### config.mk
export PLATFORM = sky130hd
export DESIGN_NAME = instr_fetch
export DESIGN_NICKNAME = d
export VERILOG_FILES = /design/src/rtl/instr_fetch_pkg.sv /design/src/rtl/instr_fetch.sv
export SDC_FILE = /design/constraint.sdc
export NUM_CORES = 1
export LEC_CHECK = 0
export CAP_MARGIN = 20
export CORE_MARGIN = 1
export CORE_UTILIZATION = 49
export DETAILED_ROUTE_END_ITERATION = 8
export PLACE_DENSITY = 0.78
export SLEW_MARGIN = 10
export SYNTH_ARGS = -nofsm -noshare
export SYNTH_HDL_FRONTEND = slang
export SYNTH_SLANG_ARGS = --single-unit
### constraint.sdc
create_clock -name clock -period 2.8 [get_ports clock]
set_clock_uncertainty 0.1 [all_clocks]
set_input_delay 0.7 -clock clock [delete_from_list [all_inputs] [get_ports clock]]
set_output_delay 0.7 -clock clock [all_outputs]
set_load 0.02 [all_outputs]
### src/rtl/instr_fetch_pkg.sv
// -----------------------------------------------------------------------------
// instr_fetch_pkg
//   Shared definitions for the instruction fetch stage. Core-level debug logic
//   and future CSR cause encoding reference the fetch state encoding and the
//   reset-time instruction word from here.
// -----------------------------------------------------------------------------
package instr_fetch_pkg;

  // Fetch sequencer states. The encoding is fixed so that debug views of the
  // state bits stay meaningful across revisions.
  typedef enum logic [2:0] {
    FS_IDLE  = 3'd0,
    FS_REQ   = 3'd1,
    FS_WAIT  = 3'd2,
    FS_RESP  = 3'd3,
    FS_FAULT = 3'd4
  } fetch_state_t;

  // addi x0,x0,0: a harmless word to present before the first fetch lands.
  localparam logic [31:0] NOP_INSTR = 32'h0000_0013;

  // Width of a counter that must hold 0 .. timeout-1 and still have headroom
  // to saturate rather than wrap.
  function automatic int unsigned timeout_cnt_w(input int unsigned timeout);
    return $clog2(timeout) + 1;
  endfunction

endpackage : instr_fetch_pkg

### src/rtl/instr_fetch.sv
// -----------------------------------------------------------------------------
// instr_fetch
//   Instruction fetch stage directly upstream of the core. Watches the core pc,
//   issues single-beat reads on a request/grant/response bus, and presents the
//   returned word with a one-cycle instr_valid pulse. Responses that arrive
//   after the pc has moved are dropped. Bus errors, misaligned pc and response
//   timeouts park the block in a fault state until the pc is redirected.
//
// Ports
//   clock        : system clock, all state on the rising edge
//   reset        : asynchronous active-low reset
//   pc           : current core pc
//   instruction  : fetched word, registered, held between responses
//   instr_valid  : one-cycle pulse, instruction belongs to the current pc
//   fetch_fault  : high while the block sits in FAULT
//   ibus_req     : read request, held until ibus_gnt
//   ibus_addr    : word address of the request (tracks pc)
//   ibus_gnt     : request accepted this cycle
//   ibus_rvalid  : response valid
//   ibus_rdata   : response data
//   ibus_err     : response error, qualified by ibus_rvalid
//
// Parameters
//   TIMEOUT_CYCLES : WAIT cycles allowed before a timeout fault (>= 2)
//   NOP_INSTR      : value of instruction out of reset
// -----------------------------------------------------------------------------
module instr_fetch #(
  parameter int unsigned TIMEOUT_CYCLES = 64,
  parameter logic [31:0] NOP_INSTR      = instr_fetch_pkg::NOP_INSTR
) (
  input  logic        clock,
  input  logic        reset,
  input  logic [31:0] pc,
  output logic [31:0] instruction,
  output logic        instr_valid,
  output logic        fetch_fault,
  output logic        ibus_req,
  output logic [31:0] ibus_addr,
  input  logic        ibus_gnt,
  input  logic        ibus_rvalid,
  input  logic [31:0] ibus_rdata,
  input  logic        ibus_err
);

  import instr_fetch_pkg::*;

  localparam int unsigned      CNT_W    = timeout_cnt_w(TIMEOUT_CYCLES);
  localparam logic [CNT_W-1:0] CNT_LAST = CNT_W'(TIMEOUT_CYCLES - 1);
  localparam logic [CNT_W-1:0] CNT_MAX  = '1;

  fetch_state_t     r_state;
  logic [31:0]      r_instruction;
  logic [31:0]      r_inflight_addr;
  logic [31:0]      r_faulted_addr;
  logic [CNT_W-1:0] r_cnt;

  logic w_misaligned;
  logic w_pc_is_inflight;

  assign w_misaligned     = (pc[1:0] != 2'b00);
  assign w_pc_is_inflight = (pc == r_inflight_addr);

  // Outputs are pure decodes of the registered state. Where they also look at
  // pc it is because the decision genuinely depends on the pc of this cycle:
  // a misaligned pc must never reach the bus, and a redirect that lands on the
  // RESP cycle must suppress the pulse.
  assign ibus_req    = (r_state == FS_REQ) && !w_misaligned;
  assign ibus_addr   = pc;
  assign instr_valid = (r_state == FS_RESP) && w_pc_is_inflight;
  assign fetch_fault = (r_state == FS_FAULT);
  assign instruction = r_instruction;

  // NOTE: every register here, datapath included, is cleared by the async
  // reset and updated with non-blocking assignments so all of them sample the
  // same pre-edge values; the bus shares this reset, so an aborted read leaves
  // nothing to track afterwards.
  always_ff @(posedge clock or negedge reset) begin
    if (!reset) begin
      r_state         <= FS_IDLE;
      r_instruction   <= NOP_INSTR;
      r_inflight_addr <= '0;
      r_faulted_addr  <= '0;
      r_cnt           <= '0;
    end else begin
      case (r_state)
        // One settling cycle after reset release before the first request.
        FS_IDLE: r_state <= FS_REQ;

        FS_REQ: begin
          if (w_misaligned) begin
            r_faulted_addr <= pc;
            r_state        <= FS_FAULT;
          end else if (ibus_gnt) begin
            r_inflight_addr <= pc;
            r_cnt           <= '0;
            r_state         <= FS_WAIT;
          end
        end

        FS_WAIT: begin
          if (ibus_rvalid) begin
            if (!w_pc_is_inflight) begin
              // Core moved on while the read was out: drop it, error included.
              r_state <= FS_REQ;
            end else if (ibus_err) begin
              r_faulted_addr <= pc;
              r_state        <= FS_FAULT;
            end else begin
              r_instruction <= ibus_rdata;
              r_state       <= FS_RESP;
            end
          end else if (r_cnt >= CNT_LAST) begin
            // A response arriving in the last allowed cycle still wins above.
            r_faulted_addr <= pc;
            r_state        <= FS_FAULT;
          end else if (r_cnt != CNT_MAX) begin
            r_cnt <= r_cnt + 1'b1;
          end
        end

        FS_RESP: r_state <= FS_REQ;

        // Only a trap redirect (any pc change) releases the fault.
        FS_FAULT: begin
          if (pc != r_faulted_addr) begin
            r_state <= FS_REQ;
          end
        end

        default: r_state <= FS_IDLE;
      endcase
    end
  end

endmodule : instr_fetch

==> results of run 1 <==
-- sequential cells by signal, summed over array words and instances, names as in the netlist --
register         flops
r_state              3
r_faulted_addr      32
r_inflight_addr     32
r_cnt                7
instruction         32
-- power breakdown --
group / total, mW / internal (mW) / switching [mW]
registers: 2.45 / 2.03 / 0.415
clock network: 0.864 / 0.368 / 0.496
logic: 2.17 / 1.30 / 0.865
total: 5.48 / 3.70 / 1.78
-- worst max-delay path, delay by kind of cell --
| kind | cells | cell delay [ns] |
|---|---|---|
| xor gates and xnor gates | 1 | 0.17 |
| and+or+nand+nor | 4 | 0.82 |
| buffers and inverters | 2 | 0.28 |
-- metrics by stage --
stage	instance area, µm²	hold slack (ns)
2_1_floorplan	5220	0.304
3_3_place_gp	6800	0.376
3_5_place_dp	6800	0.376
4_1_cts	6990	0.186
5_1_grt	7040	0.203
6_report	7040	0.189
-- cell families (layout without fill, tap and decap cells) --
kind of cell	Yosys count	after routing	share of synthesized area
xor gates and xnor gates	68	68	0.114
and+or+nand+nor	149	149	0.132
AOI/OAI and AO/OA	10	10	0.0170
DFF	106	106	0.509
buffers and inverters	47	197	0.0640
muxes	65	65	0.161
adders and majority gates	1	1	0.00240
-- metal layers --
metal,GRT usage,vias to the layer above
li1,-,1731
met2,0.381,77
met3,0.0430,12
met5,0,-
met1,0.296,1842
met4,0.0573,0
-- placed cells by master, fill, tap and decap left out, types with 5 or more instances in the layout --
cell type,netlist,layout
mux2_2,35,35
clkdlybuf4s50_1,0,99
nor2_1,8,6
dfrtp_1,103,103
dlymetal6s2s_1,0,12
buf_4,33,45
xor2_1,5,5
mux2_4,29,29
buf_12,0,5
clkbuf_8,0,11
xnor2_2,0,11
nand2_1,96,96
nand4_1,19,19
dlygate4sd2_1,0,7
xnor2_1,63,52
clkbuf_2,0,8
-- what timing repair did --
| item | in CTS | in global routing |
|---|---|---|
| setup endpoints to repair | 36 | 24 |
| pin swaps | 19 | 22 |
| buffers inserted | 1 | 1 |
| gates resized for setup | 53 | 36 |
-- area by class of cell --
cell class | count | area share
Sequential cell | 106 | 0.377
Multi-Input combinational cell | 293 | 0.330
Timing Repair Buffer | 182 | 0.244
Tap cell | 136 | 0.0242
Clock buffer | 13 | 0.0226
Clock inverter | 2 | 0.00178
-- path summary, 6_finish.rpt --
check,startpoint,to,cells after the start
setup / recovery,pc[8],instr_valid,7
hold / removal,reset,r_inflight_addr[9],1
setup reg to reg,r_inflight_addr[8],r_faulted_addr[3],8
hold reg to reg,r_cnt[6],r_cnt[6],1
max in group asynchronous,reset,instruction[1],2
min in group clock,r_cnt[6],r_cnt[6],1
==> results.sh, run 1 <==
export IMPL_outcome="completed"
export IMPL_port_buffers=135
export IMPL_post_route_period_util=0.991
export IMPL_dp_hpwl_mm=8.46
export IMPL_avgSynthCellArea_um2=11.7
export IMPL_synth_area_top_cells="dfrtp_1 49%, xnor2_1 11%, mux2_4 8.3%, mux2_2 7.6%, nand2_1 6.9%"
export IMPL_power_mw=5.48
export IMPL_ys_ff_latch=106
export IMPL_grt_max_degree=54
export IMPL_dr_pass1_iters=4
export IMPL_worst_path_most_repeated_cell="buf_4"
export IMPL_fin_crit_ns=2.77
export IMPL_reg2reg_setup_slack_ns=0.25
export IMPL_die_width_um=105
export IMPL_grt_pass1_vias=3835
export IMPL_drv_slew=0
export IMPL_ios=136
export IMPL_setup_viol=0
export IMPL_start_kind="input pin"
export IMPL_final_util=0.682
export IMPL_maxCapViolCount=0
export IMPL_place_gp_congestion=0.796
export IMPL_grt_pass1_wl_mm=19.2
export IMPL_wire_per_inst_um=16.2
export IMPL_antenna_left=0
export IMPL_fin_tns_setup_ns=0
export IMPL_wl_met3_um=348
export IMPL_cts_hold_buf=0
export IMPL_initial_utilization=0.505
export IMPL_hold_class="in -> async"
export IMPL_cp_required_ns=2.00
export IMPL_end_kind="primary output"
export IMPL_dp_cells=715
export IMPL_area_growth_pct=35.0
export IMPL_yosys_area_top_type="dfrtp_1"
export IMPL_multiInputGateArea_um2=2320
export IMPL_place_worst_setup_slack_ns=-0.848
export IMPL_vias_per_cell=5.00
export IMPL_yosysUniqueCellTypes=34
export IMPL_drt_initial_drc_count=125
export IMPL_p_leak_nw=3.35
export IMPL_antennaDiodeCount=0
export IMPL_setup_ws_ns=0.0256
export IMPL_netlist_instances=446
export IMPL_routed_wl_mm=11.9
export IMPL_crit_chain="buf_4 -> xnor2_2 -> nand4_1 -> nor4_4 -> nand3_1 -> nor2_1 -> buf_4"
export IMPL_powerDensity_nw_per_um2=778
export IMPL_fmax_mhz=360
export IMPL_clock_sinks=106
export IMPL_critPathKind="in -> out"
export IMPL_cts_tree="built"
export IMPL_yosys_top_cells_count="103 x dfrtp_1, 96 x nand2_1, 63 x xnor2_1, 35 x mux2_2, 33 x buf_4"
export IMPL_max_stage_delay_ns=0.32
export IMPL_synth_most_common_cell="dfrtp_1"
export IMPL_ys_seq_area_frac=0.509
export IMPL_cp_max_fo=2
export IMPL_clk_pin_slew_ns=0.10
export IMPL_clock_latency_ns=0.36
export IMPL_clockRootBuffer="clkbuf_8"
export IMPL_antenna_found_initial=0
export IMPL_coreArea_um2=10300
export IMPL_finalNetCount=662
export IMPL_slew_headroom=0.671
export IMPL_die_y_um=105
export IMPL_slowest_stage="nor4_4"
export IMPL_synth_edff_count=0
export IMPL_highest_layer="met4"
export IMPL_fin_cells=732
export IMPL_route_met2_wl_mm=6.23
export IMPL_ys_flop_type="dfrtp_1"
export IMPL_power_ir_vdd_worst_uv=627
export IMPL_synth_area_um2=5220
export IMPL_numCtsBuffers=9
export IMPL_seqCellArea_um2=2660
export IMPL_wl_met1_mm=5.14
export IMPL_fillers=801
export IMPL_drive_above_1_share=0.272
export IMPL_dieArea_um2=11100
export IMPL_cts_path_max_buffers=2
export IMPL_htreeDepth=3
export IMPL_async_flop_share=1.00
export IMPL_vias=3662
export IMPL_rsz0062_at_grt="yes"
export IMPL_cp_arrival_ns=1.97
export IMPL_grt_ovfl_total=0
export IMPL_hold_viol_final=0
export IMPL_worstMarginPinSlew_ns=0.494
export IMPL_synth_top_area_share=0.494
export IMPL_rows=37
export IMPL_track_usage=0.225
export IMPL_ys_warn_count=0
export IMPL_synth_nets=516
export IMPL_drcViolationCount=0
No activity file was read; power rests on OpenSTA's default activity.
==> inputs of run 2 (changes only) <==
--- a/config.mk
+++ b/config.mk
@@ -5,11 +5,13 @@
 export SDC_FILE = /design/constraint.sdc
 export NUM_CORES = 1
 export LEC_CHECK = 0
+export ABC_AREA = 1
 export CAP_MARGIN = 20
+export CORE_ASPECT_RATIO = 0.5
 export CORE_MARGIN = 1
-export CORE_UTILIZATION = 49
+export CORE_UTILIZATION = 50
 export DETAILED_ROUTE_END_ITERATION = 8
-export PLACE_DENSITY = 0.78
+export PLACE_DENSITY = 0.79
 export SLEW_MARGIN = 10
 export SYNTH_ARGS = -nofsm -noshare
 export SYNTH_HDL_FRONTEND = slang
==> results.sh, run 2 <==
export IMPL_outcome="completed"
export IMPL_netlist_instances=684
export IMPL_synth_area_top_cells="dfrtp_1 47%, nand2_1 17%, xnor2_1 7.5%, inv_1 5.1%, buf_4 4.4%"
export IMPL_ys_ff_latch=106
export IMPL_drcViolationCount=0
export IMPL_switchingPower_mw=2.05
export IMPL_clk_pin_slew_ns=0.07
export IMPL_end_kind="primary output"
export IMPL_maxCapViolCount=0
export IMPL_dieArea_um2=11400
export IMPL_dp_hpwl_mm=9.20
export IMPL_synth_edff_count=0
export IMPL_synth_compound_area_frac=0.0621
export IMPL_yosysUniqueCellTypes=30
export IMPL_wl_met3_um=845
export IMPL_highest_layer="met4"
export IMPL_synthAdderAreaFrac=0.00229
export IMPL_numCtsBuffers=9
export IMPL_grt_pass1_vias=4434
export IMPL_ys_seq_area_frac=0.486
export IMPL_wl_met1_mm=5.87
export IMPL_vias_per_cell=4.84
export IMPL_synth_top_family_by_area="simple AND/OR/NAND/NOR gates"
export IMPL_initial_utilization=0.525
export IMPL_fmax_mhz=364
export IMPL_ys_flop_type="dfrtp_1"
export IMPL_switching_share=0.360
export IMPL_drv_slew=0
export IMPL_avgSynthCellArea_um2=7.99
export IMPL_synthXorXnorAreaFrac=0.0770
export IMPL_ios=136
export IMPL_routed_wl_mm=12.9
export IMPL_grt_pass1_wl_mm=21.5
export IMPL_cp_required_ns=2.00
export IMPL_cts_path_max_buffers=2
export IMPL_htreeDepth=3
export IMPL_yosys_area_top_type="dfrtp_1"
export IMPL_layout_commonest_cell="nand2_1"
export IMPL_setup_viol=0
export IMPL_antenna_found_initial=0
export IMPL_powerDensity_nw_per_um2=767
export IMPL_yosys_area_share_simple=0.251
export IMPL_cp_arrival_ns=1.95
export IMPL_coreArea_um2=10400
export IMPL_cp_max_fo=2
export IMPL_place_worst_setup_slack_ns=-0.710
export IMPL_yosys_top_cells_count="248 x nand2_1, 103 x dfrtp_1, 74 x inv_1, 47 x xnor2_1, 39 x nand3_1"
export IMPL_power_ir_vdd_worst_uv=432
export IMPL_setup_ws_ns=0.0491
export IMPL_seq_power_share=0.428
export IMPL_grt_ovfl_total=0
export IMPL_critPathKind="in -> out"
export IMPL_fin_crit_ns=2.75
export IMPL_synth_nets=754
export IMPL_antennaDiodeCount=0
export IMPL_grt_max_degree=66
export IMPL_post_route_period_util=0.982
export IMPL_async_flop_share=1.00
export IMPL_dr_pass1_iters=4
export IMPL_synth_most_common_cell="nand2_1"
export IMPL_ys_warn_count=0
export IMPL_cts_tree="built"
export IMPL_clock_sinks=106
export IMPL_drive_above_1_share=0.112
export IMPL_power_internal_mw=3.66
export IMPL_pwr_share_comb=0.362
export IMPL_clkPwrFrac=0.210
export IMPL_synth_area_um2=5460
export IMPL_antenna_left=0
export IMPL_track_usage=0.240
export IMPL_synth_top_area_share=0.472
export IMPL_drt_initial_drc_count=259
export IMPL_rows=26
export IMPL_start_kind="input pin"
export IMPL_clock_latency_ns=0.34
export IMPL_p_leak_nw=3.89
export IMPL_layout_common_cells="247 x nand2_1, 103 x dfrtp_1, 100 x clkdlybuf4s50_1"
export IMPL_vias=4703
export IMPL_hold_class="in -> async"
export IMPL_finalNetCount=896
export IMPL_port_buffers=135
export IMPL_place_gp_congestion=0.839
export IMPL_area_growth_pct=36.4
export IMPL_clockRootBuffer="clkbuf_16"
export IMPL_final_util=0.716
export IMPL_die_width_um=150
export IMPL_die_y_um=75.9
export IMPL_worstMarginPinSlew_ns=0.672
export IMPL_wire_per_inst_um=13.3
export IMPL_hold_viol_final=0
export IMPL_synthMuxAreaShare=0
export IMPL_slew_headroom=0.552
export IMPL_route_met2_wl_mm=6.13
run 2: changes by cell type in the layout (fill, tap and decap cells not counted), sizes merged, moves of 6 or more:
cell and delta:
mux2 -64, inv +79, nand4 -13, o21ai +48, nand2 +153, nor2 +30, dlymetal6s2s +18, clkbuf -7
xnor2 -16, dlygate4sd2 -6, nand3 +36
run 2: final cells by class:
type                            instances  area, µm²
Clock buffer                           12        256
Clock inverter                          4       26.3
Fill cell                             815       2960
Inverter                               79        297
Multi-Input combinational cell        446       2190
Sequential cell                       106       2660
Tap cell                              140        175
Timing Repair Buffer                  184       1850
run 2: final timing paths:
| path | end | from | slack, ns | cells past startpoint |
|---|---|---|---|---|
| min in group clock | instruction[0] | instruction[0] | 0.39 | 2 |
| max in group asynchronous | r_faulted_addr[16] | reset | 1.55 | 2 |
| worst min register to register | instruction[0] | instruction[0] | 0.39 | 2 |
| worst max register to register | instruction[5] | r_inflight_addr[10] | 0.68 | 10 |
| worst max-delay path | instr_valid | pc[10] | 0.05 | 9 |
| worst min-delay path | instruction[20] | reset | 0.29 | 1 |
run 2: cell families after synthesis:
family,count (synthesis)
XOR/XNOR,48
AND/OR/NAND/NOR,336
AO/OA/AOI/OAI,61
adder cells (fa/ha/maj),1
buffers and inverters,132
flip-flops,106
run 2: power groups by stage:
stage | combinational (mW) | clock [mW] | sequential, mW
finish | 2.07 | 1.20 | 2.44
global route | 2.35 | 1.29 | 2.50
CTS | 2.06 | 1.23 | 2.43
detailed placement | 2.04 | 0 | 2.45
global placement | 1.98 | 0 | 2.41
floorplan | 1.50 | 0 | 2.36
run 2: critical path, stage by stage:
cell,delay (ns)
clkbuf_2,0.10
xnor2_1,0.17
nand2_1,0.14
nor2_1,0.14
nand2_1,0.09
nor2_2,0.15
nand2_2,0.11
nor3_2,0.18
buf_4,0.17
run 2: metrics by stage:
stage | cell area (µm²) | std cells | hold WS (ns) | setup TNS [ns] | total power [mW]
2_1_floorplan | 5460 | 684 | 0.304 | 0 | 3.87
4_1_cts | 7340 | 969 | 0.314 | -0.207 | 5.71
3_3_place_gp | 7050 | 953 | 0.355 | -0.977 | 4.40
5_1_grt | 7450 | 971 | 0.334 | -0.0245 | 6.13
6_report | 7450 | 971 | 0.289 | 0 | 5.72
3_5_place_dp | 7050 | 953 | 0.377 | -0.979 | 4.49
run 2: repair_timing:
item / in CTS / in global routing
hold buffers: 0 / 0
buffers inserted: 0 / 2
endpoints found under the setup margin: 2 / 5
gates resized for setup: 10 / 41
pin swaps: 0 / 25
run 2: metal layers:
| layer | vias up | global-route usage |
|---|---|---|
| met5 | - | 0 |
| met4 | 0 | 0.0505 |
| met3 | 8 | 0.0566 |
| met2 | 134 | 0.381 |
| met1 | 2206 | 0.335 |
| li1 | 2355 | - |
==> inputs of run 3 (changes only) <==
--- a/config.mk
+++ b/config.mk
@@ -8,7 +8,6 @@
 export ABC_AREA = 1
 export CAP_MARGIN = 20
 export CORE_ASPECT_RATIO = 0.5
-export CORE_MARGIN = 1
 export CORE_UTILIZATION = 50
 export DETAILED_ROUTE_END_ITERATION = 8
 export PLACE_DENSITY = 0.79
==> results of run 3 <==
Final layout, timing and power as in run 2 (identical DEF).
